===== config.mk =====
export PLATFORM = sky130hd
export DESIGN_NAME = pixel_writer
export DESIGN_NICKNAME = d
export VERILOG_FILES = /design/src/rtl/pixel_writer_pkg.sv /design/src/rtl/pixel_writer_rect_scanner.sv /design/src/rtl/pixel_writer.sv
export SDC_FILE = /design/constraint.sdc
export NUM_CORES = 1
export LEC_CHECK = 0
export ABC_AREA = 1
export BUFFER_PORTS_ARGS = -buffer_cell sky130_fd_sc_hd__buf_2
export CAP_MARGIN = 5
export CORE_MARGIN = 5
export CORE_UTILIZATION = 55
export DETAILED_ROUTE_END_ITERATION = 10
export GPL_ROUTABILITY_DRIVEN = 1
export PLACE_DENSITY = 0.77
export SLEW_MARGIN = 20
export SYNTH_ARGS = -nofsm -noshare
export SYNTH_HDL_FRONTEND = slang
export SYNTH_HIERARCHICAL = 1
export SYNTH_SLANG_ARGS = --single-unit

===== constraint.sdc =====
create_clock -name clk -period 4.8 [get_ports clk]
set_clock_uncertainty 0.1 [all_clocks]
set_input_delay 0.48 -clock clk [delete_from_list [all_inputs] [get_ports clk]]
set_output_delay 0.48 -clock clk [all_outputs]
set_load 0.03 [all_outputs]

===== src/rtl/pixel_writer_pkg.sv =====
// Shared types and grid constants for the pixel writer.
// Op 2'b00 is NOP, or OUTLINE when PIXEL_WRITER_OUTLINE_EN is defined.
package pixel_writer_pkg;

    localparam int GRID_W = 40;
    localparam int GRID_H = 30;

    typedef enum logic [1:0] {
        OP_NOP   = 2'b00,
        OP_POINT = 2'b01,
        OP_RECT  = 2'b10,
        OP_FILL  = 2'b11
    } op_t;

    localparam op_t OP_OUTLINE = OP_NOP;

    typedef enum logic [1:0] {
        IDLE   = 2'd0,
        SCAN   = 2'd1,
        FINISH = 2'd2
    } state_t;

endpackage


===== src/rtl/pixel_writer_rect_scanner.sv =====
// Row-major x/y counter pair over a loaded rectangle.
// Flags the last pixel and whether the current pixel lies on the border.
module rect_scanner #(
    parameter int X_W = 10,
    parameter int Y_W = 9
) (
    input  logic           clk,
    input  logic           reset,
    input  logic           i_load,
    input  logic           i_step,
    input  logic           i_outline,
    input  logic [X_W-1:0] i_xl,
    input  logic [Y_W-1:0] i_yl,
    input  logic [X_W-1:0] i_xh,
    input  logic [Y_W-1:0] i_yh,
    output logic [X_W-1:0] o_x,
    output logic [Y_W-1:0] o_y,
    output logic           o_last,
    output logic           o_hit
);

    logic [X_W-1:0] r_x;
    logic [Y_W-1:0] r_y;
    logic [X_W-1:0] r_xl;
    logic [Y_W-1:0] r_yl;
    logic [X_W-1:0] r_xh;
    logic [Y_W-1:0] r_yh;
    logic           w_edge;

    always_ff @(posedge clk) begin
        if (reset) begin
            r_x  <= '0;
            r_y  <= '0;
            r_xl <= '0;
            r_yl <= '0;
            r_xh <= '0;
            r_yh <= '0;
        end else if (i_load) begin
            r_x  <= i_xl;
            r_y  <= i_yl;
            r_xl <= i_xl;
            r_yl <= i_yl;
            r_xh <= i_xh;
            r_yh <= i_yh;
        end else if (i_step) begin
            if (r_x == r_xh) begin
                r_x <= r_xl;
                r_y <= r_y + Y_W'(1);
            end else begin
                r_x <= r_x + X_W'(1);
            end
        end
    end

    assign w_edge = (r_x == r_xl) || (r_x == r_xh) ||
                    (r_y == r_yl) || (r_y == r_yh);

    assign o_x    = r_x;
    assign o_y    = r_y;
    assign o_last = (r_x == r_xh) && (r_y == r_yh);
    assign o_hit  = !i_outline || w_edge;

endmodule


===== src/rtl/pixel_writer.sv =====
// Expands point/rect/fill commands into one pixel write per clock.
// PIXEL_WRITER_OUTLINE_EN turns op 2'b00 into a border-only rectangle.
module pixel_writer
    import pixel_writer_pkg::*;
#(
    parameter int WIDTH  = GRID_W,
    parameter int HEIGHT = GRID_H,
    parameter int X_W    = 10,
    parameter int Y_W    = 9
) (
    input  logic           clk,
    input  logic           reset,
    input  logic           cmd_valid,
    output logic           cmd_ready,
    input  logic [1:0]     cmd_op,
    input  logic [X_W-1:0] cmd_x0,
    input  logic [Y_W-1:0] cmd_y0,
    input  logic [X_W-1:0] cmd_x1,
    input  logic [Y_W-1:0] cmd_y1,
    input  logic           cmd_data,
    output logic           wr_en,
    output logic [X_W-1:0] wr_x,
    output logic [Y_W-1:0] wr_y,
    output logic           wr_data,
    output logic           busy,
    output logic           done
);

    localparam logic [X_W-1:0] XMAX = X_W'(WIDTH - 1);
    localparam logic [Y_W-1:0] YMAX = Y_W'(HEIGHT - 1);

    state_t         r_state;
    state_t         w_state_next;
    logic           r_data;
    logic           w_outline;
    logic           w_accept;
    logic           w_load;
    logic           w_step;
    logic           w_last;
    logic           w_hit;
    logic           w_has_pix;
    logic           w_drop;
    op_t            w_op;
    logic [X_W-1:0] w_x1;
    logic [Y_W-1:0] w_y1;
    logic [X_W-1:0] w_xl;
    logic [X_W-1:0] w_xh;
    logic [Y_W-1:0] w_yl;
    logic [Y_W-1:0] w_yh;

    assign w_op     = op_t'(cmd_op);
    assign w_accept = cmd_valid && cmd_ready;

    // POINT reuses the rect path as a degenerate 1x1 rectangle
    always_comb begin
        w_x1 = (w_op == OP_POINT) ? cmd_x0 : cmd_x1;
        w_y1 = (w_op == OP_POINT) ? cmd_y0 : cmd_y1;
        w_xl = (cmd_x0 < w_x1) ? cmd_x0 : w_x1;
        w_xh = (cmd_x0 < w_x1) ? w_x1 : cmd_x0;
        w_yl = (cmd_y0 < w_y1) ? cmd_y0 : w_y1;
        w_yh = (cmd_y0 < w_y1) ? w_y1 : cmd_y0;
        if (w_xh > XMAX) w_xh = XMAX;
        if (w_yh > YMAX) w_yh = YMAX;
        if (w_op == OP_FILL) begin
            w_xl = '0;
            w_yl = '0;
            w_xh = XMAX;
            w_yh = YMAX;
        end
        w_drop = (w_xl > XMAX) || (w_yl > YMAX);
    end

`ifdef PIXEL_WRITER_OUTLINE_EN
    logic r_outline;

    assign w_has_pix = 1'b1;
    assign w_outline = r_outline;

    always_ff @(posedge clk) begin
        if (reset) begin
            r_outline <= 1'b0;
        end else if (w_accept) begin
            r_outline <= (w_op == OP_OUTLINE);
        end
    end
`else
    assign w_has_pix = (w_op != OP_NOP);
    assign w_outline = 1'b0;
`endif

    always_comb begin
        w_state_next = r_state;
        w_load       = 1'b0;
        w_step       = 1'b0;
        case (r_state)
            IDLE: begin
                if (w_accept) begin
                    if (w_has_pix && !w_drop) begin
                        w_state_next = SCAN;
                        w_load       = 1'b1;
                    end else begin
                        w_state_next = FINISH;
                    end
                end
            end
            SCAN: begin
                if (w_last) w_state_next = FINISH;
                else        w_step       = 1'b1;
            end
            FINISH:  w_state_next = IDLE;
            default: w_state_next = IDLE;
        endcase
    end

    always_ff @(posedge clk) begin
        if (reset) begin
            r_state <= IDLE;
            r_data  <= 1'b0;
        end else begin
            r_state <= w_state_next;
            if (w_accept) r_data <= cmd_data;
        end
    end

    rect_scanner #(
        .X_W (X_W),
        .Y_W (Y_W)
    ) u_scan (
        .clk       (clk),
        .reset     (reset),
        .i_load    (w_load),
        .i_step    (w_step),
        .i_outline (w_outline),
        .i_xl      (w_xl),
        .i_yl      (w_yl),
        .i_xh      (w_xh),
        .i_yh      (w_yh),
        .o_x       (wr_x),
        .o_y       (wr_y),
        .o_last    (w_last),
        .o_hit     (w_hit)
    );

    assign cmd_ready = (r_state == IDLE) && !reset;
    assign busy      = (r_state == SCAN);
    assign done      = (r_state == FINISH);
    assign wr_en     = (r_state == SCAN) && w_hit;
    assign wr_data   = r_data;

endmodule

==> qor_table.md <==
| Item | This run |
|:---|:---|
| Buffer depth of the longest clock path | 2 |
| Overflow left after global routing | 0 |
| Area leader, netlist | sky130_fd_sc_hd__dfxtp_1 |
| Pin count of the biggest net entering global routing | 33 |
| Clock transition at the register clock pins on the worst setup and hold paths after CTS | 0.07 ns |
| I/O pin count | 68 |
| Effective utilization at floorplan | 56.9% |
| NumNets Final | 853 |
| Result of the run | finished clean |
| Arr. time, crit path | 4.09 ns |
| Final antenna-violating net count | 0 |
| Worst max-slew margin expressed relative to the limit | 38.1% |
| Measured slew at the worst slew-check pin | 0.927 ns |
| Destination of the worst register-to-register timing path | u_scan/o_y[0]$_SDFFE_PP0P_ |
| Area share of the largest cell type after synthesis | 25.6% |
| Largest fanout on the critical path | 28 |
| Mean instance size in the synthesized netlist | 6.41 µm² |
| CP Class | input port to flop |
| Count of buffers from port buffering | 67 |
| Post-DP HPWL | 9180 µm |
| Number of flops mapped to enable cells by yosys | 0 |
| Aggregate routed wire length | 12000 µm |
| Final-report max-slew violation count | 0 |
| Fraction of layout cells with a size suffix above 1 | 16.5% |
| Last weighted congestion value of the routability-driven placer | 0.937 |
| Post-CTS Setup Bufs | 0 |
| Worst path most repeated cell | sky130_fd_sc_hd__nand2_1 |
| Final Cycle Share | 81.5% |
| Global-route usage over all layers | 23.9% |
| Cells taking the most area after synthesis | sky130_fd_sc_hd__dfxtp_1 (26%), sky130_fd_sc_hd__nand2_1 (14%), sky130_fd_sc_hd__nor2_1 (7.0%) |
| Number of DRC markers in iteration 0 | 342 |
| Required time reported for the critical path endpoint | 4.98 ns |
| Most common cell after layout, fill and taps aside | sky130_fd_sc_hd__nand2_1 |
| Register-to-register setup slack | 2.18 ns |
| Area growth from synthesis to final layout | 12.0% |
| Clock latency at the later pin of the worst-skew pair | 0.35 ns |
| Global-route wire length before repair | 20300 µm |
| Achievable Freq | 256 MHz |
| Setup Total Neg Slack | 0 ns |
| Fraction of registers with async set or reset after synthesis | 0% |
| Via count of the first global-routing pass | 4448 |
| Yosys warning total | 6 |
| Setup repair after global routing missed its margin | no |
| Hold Path Depth | 3 |
| Post-cts hold buffer count | 0 |
| Filler cell count | 805 |
| Stages on worst setup path | 25 |
| First drt pass iteration count | 5 |
| Core outline area | 0.00826 mm² |
| TritonCTS Sinks | 60 |
| Category of the worst setup path capture point | flop |
| Share of the yosys chip area belonging to registers | 25.6% |
| Slowest stage delay, CP | 0.41 ns |
| Shortest clock period the worst path allows after layout | 3.91 ns |
| Number of flip-flops and latches in the synthesized netlist | 60 |
| Num CTS Buffers | 9 |
| Number of hold violations in the final report | 0 |
| Class of the most critical hold timing path | input port to flop |
| Drt drc | 0 |
| Logic depth of the worst register-to-register path | 14 |
| CTS tree | built |
| Netlist area before placement | 0.00470 mm² |
| Root Buffer Master | sky130_fd_sc_hd__clkbuf_8 |
| Per-cell routed wire length | 13.3 µm |
| Final design instance area without fill | 0.00526 mm² |
| Slowest-stage cell, CP | sky130_fd_sc_hd__nor2_1 |
| Largest delay share family, worst path | simple AND/OR/NAND/NOR gates |
| Number of antenna violations at the first check in global routing | 0 |
| Final setup violation count | 0 |
| Pwr/cell area | 232 mW/mm² |
| Highest-count cells in the layout ignoring fill and taps | sky130_fd_sc_hd__nand2_1 (177), sky130_fd_sc_hd__nor2_1 (87), sky130_fd_sc_hd__inv_1 (71) |
| Diodes inserted | 0 |
| Top FF cell, synth | sky130_fd_sc_hd__dfxtp_1 |
| Worst IR Drop VDD | 0.000136 V |
| Total number of H-tree levels | 3 |
| Post-cts sizing count | 0 |
| Launching point of the worst reg2reg path | u_scan/o_x[0]$_SDFFE_PP0P_ |
| Die boundary width | 102 µm |
| Die height | 102 µm |
| Count of vias placed by the detailed router | 4823 |
| Crit start category | input port |
| Num rows | 33 |
| Pleak | 0.00258 µW |
| Die area | 0.0105 mm² |
| Max Cap Violations | 0 |
| Ratio of routed vias to standard cells | 5.35 |
| Worst setup path startpoint | cmd_op[1] |
| Cell count after synthesis | 733 |
| Final Util | 63.7% |
| End point of the critical path | u_scan/o_y[0]$_SDFFE_PP0P_ |
| Critical path buffers and inverters | 6 |
| Total cell area at the placement stage | 0.00506 mm² |
| Netlist cell types | 43 |
through the flow:
| step | setup slack [ns] | std cells | power, µW | hold slack [ns] |
|---|---|---|---|---|
| finish | 0.890 | 901 | 1220 | 0.243 |
| CTS | 0.899 | 901 | 1230 | 0.228 |
| global route | 0.396 | 901 | 1290 | 0.244 |
| floorplan | 1.20 | 741 | 706 | 0.346 |
| global placement | 0.603 | 885 | 761 | 0.358 |
| detailed placement | 0.554 | 885 | 766 | 0.362 |
how the worst min path moves through the flow:
stage	startpoint	to
6_report	cmd_data	wr_data$_SDFFE_PP0P_
3_5_place_dp	wr_data$_SDFFE_PP0P_	wr_data$_SDFFE_PP0P_
4_1_cts	cmd_data	wr_data$_SDFFE_PP0P_
5_1_grt	cmd_data	wr_data$_SDFFE_PP0P_
3_3_place_gp	u_scan/r_xh[0]$_SDFFE_PP0P_	u_scan/r_xh[0]$_SDFFE_PP0P_
2_1_floorplan	u_scan/r_yh[1]$_SDFFE_PP0P_	u_scan/r_yh[1]$_SDFFE_PP0P_
layout make-up:
cell class	instances	area, µm²	area share, %
timing repair buffer	73	380	7.23
sequential	60	1200	22.8
inverter	81	307	5.83
clock buffer	12	155	2.95
clock inverter	4	47.5	0.904
tap	105	131	2.50
multi-input combinational	566	3040	57.7
metal layers:
metal	GRT usage, %	up-vias	share of wire (%)
li1	-	2482	-
met1	33.1	2178	48
met2	37.5	144	45
met3	2.94	19	6.0
met4	9.99	0	1.6
met5	0	-	0
cell usage after synthesis (8+ instances only):
cell,n
sky130_fd_sc_hd__a21oi_1,50
sky130_fd_sc_hd__inv_1,71
sky130_fd_sc_hd__xnor2_1,15
sky130_fd_sc_hd__nor2_1,87
sky130_fd_sc_hd__nand3_1,39
sky130_fd_sc_hd__o21ai_1,14
sky130_fd_sc_hd__clkbuf_1,20
sky130_fd_sc_hd__inv_2,8
sky130_fd_sc_hd__xor2_1,23
sky130_fd_sc_hd__o21ai_0,52
sky130_fd_sc_hd__nand4_1,9
sky130_fd_sc_hd__nand2_1,177
sky130_fd_sc_hd__ha_1,18
sky130_fd_sc_hd__dfxtp_1,60
sky130_fd_sc_hd__nor3_1,8
cells by family after synthesis:
kind of cell | count (synthesis) | synth area share (%)
multiplexers | 3 | 0.640
AND/OR/NAND/NOR | 354 | 34.6
AO/OA/AOI/OAI | 144 | 16.8
buffers and inverters | 115 | 10.4
flip-flops | 60 | 25.6
adder cells (fa/ha/maj) | 18 | 4.80
XOR/XNOR | 38 | 7.09
other | 1 | 0.0799
worst register-to-register path: stages, from the launching register on:
cell                      delay, ns
sky130_fd_sc_hd__dfxtp_1       0.46
sky130_fd_sc_hd__inv_1         0.09
sky130_fd_sc_hd__nand2_1       0.06
sky130_fd_sc_hd__nand2_1       0.06
sky130_fd_sc_hd__nor2_2        0.22
sky130_fd_sc_hd__nand2_1       0.08
sky130_fd_sc_hd__nor2_1        0.11
sky130_fd_sc_hd__nand2_2       0.14
sky130_fd_sc_hd__nor2_1        0.14
sky130_fd_sc_hd__nor2_1        0.09
sky130_fd_sc_hd__nor2_1        0.39
sky130_fd_sc_hd__inv_2         0.22
sky130_fd_sc_hd__nand2_4       0.18
sky130_fd_sc_hd__o21ai_1       0.07
sky130_fd_sc_hd__nor2_1        0.15
flip-flops by register name (all words and copies together), names as in the netlist:
register     flops
u_scan/r_xh     10
u_scan/r_yl      9
u_scan/r_xl     10
u_scan/r_yh      9
r_state          2
u_scan/o_y       9
u_scan/o_x      10
wr_data          1
report_power, final:
part           total, µW  internal [µW]  switching [µW]
combinational        255           84.1             170
sequential           503            500            2.41
clock                464            266             198
(Power assumes the default switching activity.)
